==> src/rtl/crossbar_defs_pkg.sv <==
// Shared definitions for the crossbar control sequencer: widths, table geometry, FSM states.
// Optional looped playback is enabled by defining CTRL_SEQ_LOOP_EN.
package crossbar_defs;
    localparam int CTRL_W  = 5;
    localparam int HOLD_W  = 4;
    localparam int DEPTH   = 8;
    localparam int ADDR_W  = $clog2(DEPTH);
    localparam int LEN_W   = ADDR_W + 1;
    localparam int ENTRY_W = CTRL_W + HOLD_W;

    typedef enum logic [1:0] {
        ST_IDLE = 2'd0,
        ST_RUN  = 2'd1,
        ST_DONE = 2'd2
    } state_t;
endpackage

==> src/rtl/crossbar_ctrl_table.sv <==
// Control-word table: one synchronous write port, one combinational read port, no reset.
module crossbar_ctrl_table #(
    parameter int DEPTH   = 8,
    parameter int ENTRY_W = 9
) (
    input  logic                     clk,
    input  logic                     wr_en,
    input  logic [$clog2(DEPTH)-1:0] wr_addr,
    input  logic [ENTRY_W-1:0]       wr_data,
    input  logic [$clog2(DEPTH)-1:0] rd_addr,
    output logic [ENTRY_W-1:0]       rd_data
);
    logic [ENTRY_W-1:0] mem [DEPTH];

    always_ff @(posedge clk) begin
        if (wr_en) begin
            mem[wr_addr] <= wr_data;
        end
    end

    assign rd_data = mem[rd_addr];
endmodule

==> src/rtl/crossbar_ctrl_sequencer.sv <==
// Plays a table of crossbar control words with per-entry dwell times via start/busy/done.
// Define CTRL_SEQ_LOOP_EN to add the `loop` input for continuous wrap-around playback.
module crossbar_ctrl_sequencer
    import crossbar_defs::*;
(
    input  logic              clk,
    input  logic              rst,
    input  logic              wr_en,
    input  logic [ADDR_W-1:0] wr_addr,
    input  logic [CTRL_W-1:0] wr_ctrl,
    input  logic [HOLD_W-1:0] wr_hold,
    input  logic              start,
    input  logic [LEN_W-1:0]  len,
    input  logic              abort,
`ifdef CTRL_SEQ_LOOP_EN
    input  logic              loop,
`endif
    output logic [CTRL_W-1:0] control,
    output logic              ctrl_valid,
    output logic [ADDR_W-1:0] entry_idx,
    output logic              busy,
    output logic              done
);
    state_t              state_reg, state_next;
    logic [ADDR_W-1:0]   idx_reg, idx_next;
    logic [ADDR_W-1:0]   last_reg, last_next;
    logic [HOLD_W-1:0]   hold_reg, hold_next;
    logic [CTRL_W-1:0]   control_reg, control_next;
    logic                valid_reg, valid_next;
    logic                busy_reg, busy_next;
    logic                done_reg, done_next;

    logic [ADDR_W-1:0]   rd_addr;
    logic [ENTRY_W-1:0]  rd_data, entry;
    logic [LEN_W-1:0]    len_clamped;
    logic                table_we;
    logic                wrap;

    assign table_we = wr_en && (state_reg == ST_IDLE);

    crossbar_ctrl_table #(
        .DEPTH   (DEPTH),
        .ENTRY_W (ENTRY_W)
    ) u_table (
        .clk     (clk),
        .wr_en   (table_we),
        .wr_addr (wr_addr),
        .wr_data ({wr_ctrl, wr_hold}),
        .rd_addr (rd_addr),
        .rd_data (rd_data)
    );

    // A write landing on the same edge as start must be seen by the first played word.
    assign entry = (table_we && (wr_addr == rd_addr)) ? {wr_ctrl, wr_hold} : rd_data;

    assign len_clamped = (len > LEN_W'(DEPTH)) ? LEN_W'(DEPTH) : len;

`ifdef CTRL_SEQ_LOOP_EN
    assign wrap = loop;
`else
    assign wrap = 1'b0;
`endif

    always_comb begin
        state_next   = state_reg;
        idx_next     = idx_reg;
        last_next    = last_reg;
        hold_next    = hold_reg;
        control_next = control_reg;
        valid_next   = valid_reg;
        busy_next    = busy_reg;
        done_next    = 1'b0;
        rd_addr      = '0;

        case (state_reg)
            ST_IDLE: begin
                if (start && (len != '0)) begin
                    state_next   = ST_RUN;
                    idx_next     = '0;
                    last_next    = ADDR_W'(len_clamped - LEN_W'(1));
                    control_next = entry[ENTRY_W-1:HOLD_W];
                    hold_next    = entry[HOLD_W-1:0];
                    valid_next   = 1'b1;
                    busy_next    = 1'b1;
                end
            end
            ST_RUN: begin
                if (abort) begin
                    state_next   = ST_IDLE;
                    idx_next     = '0;
                    hold_next    = '0;
                    control_next = '0;
                    valid_next   = 1'b0;
                    busy_next    = 1'b0;
                end else if (hold_reg != '0) begin
                    hold_next = hold_reg - HOLD_W'(1);
                end else if ((idx_reg != last_reg) || wrap) begin
                    // Next entry (or wrap to entry 0) loads with no gap cycle.
                    rd_addr      = (idx_reg != last_reg) ? idx_reg + ADDR_W'(1) : '0;
                    idx_next     = rd_addr;
                    control_next = entry[ENTRY_W-1:HOLD_W];
                    hold_next    = entry[HOLD_W-1:0];
                end else begin
                    state_next   = ST_DONE;
                    idx_next     = '0;
                    control_next = '0;
                    valid_next   = 1'b0;
                    busy_next    = 1'b0;
                    done_next    = 1'b1;
                end
            end
            ST_DONE: begin
                state_next = ST_IDLE;
            end
            default: begin
                state_next   = ST_IDLE;
                idx_next     = '0;
                hold_next    = '0;
                control_next = '0;
                valid_next   = 1'b0;
                busy_next    = 1'b0;
            end
        endcase
    end

    always_ff @(posedge clk or posedge rst) begin
        if (rst) begin
            state_reg   <= ST_IDLE;
            idx_reg     <= '0;
            last_reg    <= '0;
            hold_reg    <= '0;
            control_reg <= '0;
            valid_reg   <= 1'b0;
            busy_reg    <= 1'b0;
            done_reg    <= 1'b0;
        end else begin
            state_reg   <= state_next;
            idx_reg     <= idx_next;
            last_reg    <= last_next;
            hold_reg    <= hold_next;
            control_reg <= control_next;
            valid_reg   <= valid_next;
            busy_reg    <= busy_next;
            done_reg    <= done_next;
        end
    end

    assign control    = control_reg;
    assign ctrl_valid = valid_reg;
    assign entry_idx  = idx_reg;
    assign busy       = busy_reg;
    assign done       = done_reg;
endmodule

==> config.mk <==
export PLATFORM = sky130hd
export DESIGN_NAME = crossbar_ctrl_sequencer
export DESIGN_NICKNAME = d
export VERILOG_FILES = /design/src/rtl/crossbar_defs_pkg.sv /design/src/rtl/crossbar_ctrl_table.sv /design/src/rtl/crossbar_ctrl_sequencer.sv
export SDC_FILE = /design/constraint.sdc
export NUM_CORES = 1
export LEC_CHECK = 0
export CAP_MARGIN = 20
export CORE_MARGIN = 2
export CORE_UTILIZATION = 49
export DETAILED_ROUTE_END_ITERATION = 10
export PLACE_DENSITY = 0.71
export SYNTH_ARGS = -nofsm -noshare
export SYNTH_HDL_FRONTEND = slang
export SYNTH_HIERARCHICAL = 1
export SYNTH_SLANG_ARGS = --single-unit
==> constraint.sdc <==
create_clock -name clk -period 3.4 [get_ports clk]
set_input_delay 0.51 -clock clk [delete_from_list [all_inputs] [get_ports clk]]
set_output_delay 0.51 -clock clk [all_outputs]
set_load 0.02 [all_outputs]
==> results of run 1 <==
## worst max-delay path: cells and delay by family (launching register included)
family / cells / cell delay, ns
muxes: 2 / 0.90
and+or+nand+nor: 2 / 0.74
DFF: 1 / 0.43
buffers and inverters: 2 / 0.37
AOI/OAI and AO/OA: 2 / 0.34
adders and majority gates: 1 / 0.23
## cells by family (layout without fill, tap and decap cells)
| logic type | count (synthesis) | in the layout | synth area share |
|---|---|---|---|
| DFF | 91 | 91 | 0.633 |
| and+or+nand+nor | 73 | 73 | 0.0963 |
| AOI/OAI and AO/OA | 45 | 45 | 0.0795 |
| muxes | 29 | 29 | 0.143 |
| buffers and inverters | 18 | 69 | 0.0270 |
| xor gates and xnor gates | 6 | 6 | 0.0126 |
| adders and majority gates | 3 | 3 | 0.00900 |
## power groups by stage
stage / Sequential, mW / Combinational, mW / Clock (mW)
CTS: 1.34 / 0.571 / 0.766
detailed placement: 1.36 / 0.566 / 0
global route: 1.35 / 0.627 / 0.811
global placement: 1.36 / 0.558 / 0
floorplan: 1.38 / 0.363 / 0
finish: 1.34 / 0.567 / 0.759
## area by class of cell
cell class,instances,area [µm²]
clock buffer,9,124
clock inverter,7,83.8
fill,605,3340
inverter,5,18.8
multi-input combinational,156,1430
sequential,91,2640
tap,105,131
timing repair buffer,48,450
## per-stage QoR
step                      hold WS [ns]  setup slack [ns]   util  instance area (µm²)
after floorplan                  0.461             0.190      -                 4170
after CTS                        0.509             0.247  0.593                 4880
after global routing             0.548            0.0861  0.593                 4880
after global placement           0.484             0.107  0.568                 4670
final                            0.505             0.254  0.593                 4880
after detailed placement         0.487            0.0602  0.568                 4670
## layout by cell type, fill, tap and decap left out, drive strengths merged, types with 5 or more instances in the layout
master,n
nor2,16
a21oi,8
buf,17
mux2,10
edfxtp,72
dfrtp,19
inv,9
nand2,19
nand4,6
clkbuf,9
o21ai,10
o211ai,5
mux4,18
xnor2,6
clkdlybuf4s50,31
nor3,6
nand2b,6
## path summary, 6_finish.rpt
path | slack [ns] | to | cells after the start | from
worst max-delay path | 0.25 | hold_reg[2] | 9 | hold_reg[0]
worst min-delay path | 0.50 | control[1] | 2 | control[1]
worst max register to register | 0.25 | hold_reg[2] | 9 | hold_reg[0]
worst min register to register | 0.50 | control[1] | 2 | control[1]
max in group asynchronous | 2.33 | hold_reg[0] | 2 | rst
min in group asynchronous | 0.58 | done | 2 | rst
## per-layer routing
| metal | track usage | wire (µm) |
|---|---|---|
| met5 | 0 | 0 |
| met4 | 0.0821 | 92 |
| met3 | 0.0329 | 455 |
| met2 | 0.330 | 4200 |
| met1 | 0.275 | 3750 |
==> impl_metrics.yaml, run 1 <==
placed_design:
  hpwl_um: 5800
  placed_cells: 405
  port_buffers: 31
  gp_congestion: 0.896
run_status:
  outcome: "complete, no violations"
grt:
  grt.overflow.total: 0
  grt.total_usage: 0.203
  grt_pass1_vias: 2468
  grt_pass1_wl_um: 13400
  antenna_found_initial: 0
  grt_max_degree: 20
cells_and_area:
  n_antenna_cell: 0
  instances_no_fill: 421
  finalNetCount: 335
  syn_to_final_growth_pct: 17.0
  largest_register_ffs: 72
  drive_gt1_frac: 0.174
clock_tree:
  holdBufCountCts: 0
  clk_pin_slew_ns: 0.10
  cts_root_buf: "clkbuf_8"
  cts_resized: 0
  htree_levels: 3
  cts_setup_buffers: 0
  clk_latency_ns: 0.36
  cts_sinks: 91
  cts_max_path_buffers: 2
  cts_made_buffers: 9
  cts_tree: "built"
routing:
  vias: 2446
  dr.pass1.iters: 5
  avgViaCountPerCell: 5.81
  wl_per_cell_um: 20.2
  ant_nets: 0
  drt-initial-drc-count: 122
  drc: 0
  wl_um: 8500
synth:
  synth.avg_cell_area_um2: 15.7
  ys_top_cells_by_area: "edfxtp_1 52%, dfrtp_1 11%, mux4_1 11%, mux2_2 2.7%, nand2_1 1.7%"
  synth_edf_count: 72
  ys_warn_count: 6
  syn-instance-count: 265
  yosysSeqAreaShare: 0.633
  ys_seq_elements: 91
  synth_ff_type: "edfxtp_1"
  synth.distinct_cells: 54
  yosysTopAreaCell: "edfxtp_1"
  async_flop_share: 0.209
  synth_nets: 289
  synthTopCellsByCount: "72 x edfxtp_1, 19 x dfrtp_1, 19 x nand2_1"
  syn_area_um2: 4170
  synth_top_area_frac: 0.519
  synth_most_common_cell: "edfxtp_1"
power_and_ir_drop:
  powerDensity_nw_per_um2: 547
  irDropWorstVdd_uv: 295
  power_mw: 2.67
  sw_frac_of_total: 0.290
  seq_power_share: 0.503
  combinationalPowerShare: 0.212
  intPower_mw: 1.89
  power_switching_mw: 0.773
  pwr-share-clk: 0.285
  leakage_nw: 1.70
sta:
  rsz0062_at_grt: "false"
  setup-violations-final: 0
  slew_headroom: 0.482
  slew_viol_final: 0
  skew_ns: 0.00796
  post-route-period-util: 0.925
  finalHoldViolCount: 0
  fmax_ghz: 0.318
  period_needed_ns: 3.15
  setup-tns-final_ns: 0
  max_slew.worst_pin.slew_ns: 0.776
run:
  drv_cap: 0
min_path:
  hold_class: "reg2reg"
floorplan:
  dieWidth_um: 96.2
  initial_utilization: 0.507
  core-area_um2: 8220
  die_area_um2: 9260
  pin_count: 32
  fp.dieH_um: 96.2
  row_count: 33
setup_path:
  start_kind: "flop"
  crit_path_end_kind: "flop"
  path_cells: "inv_1 -> ha_1 -> or3b_1 -> nor4_2 -> buf_4 -> mux4_1 -> mux2_2 -> a2111oi_2 -> a211oi_2"
  crit_path_max_incr_delay_ns: 0.60
  critPathMaxFanout: 14
  cp_slowest_cell: "mux4_1"
  critPathArrivalTime_ns: 3.38
  required_ns: 3.64
  path_class: "reg2reg"
Power figures use the tool's default switching activity.
==> inputs of run 2 (changes only) <==
- CTS_CLUSTER_DIAMETER: default -> 40
==> results of run 2 <==
The final DEF is identical to that of run 1; final timing and power are the same.
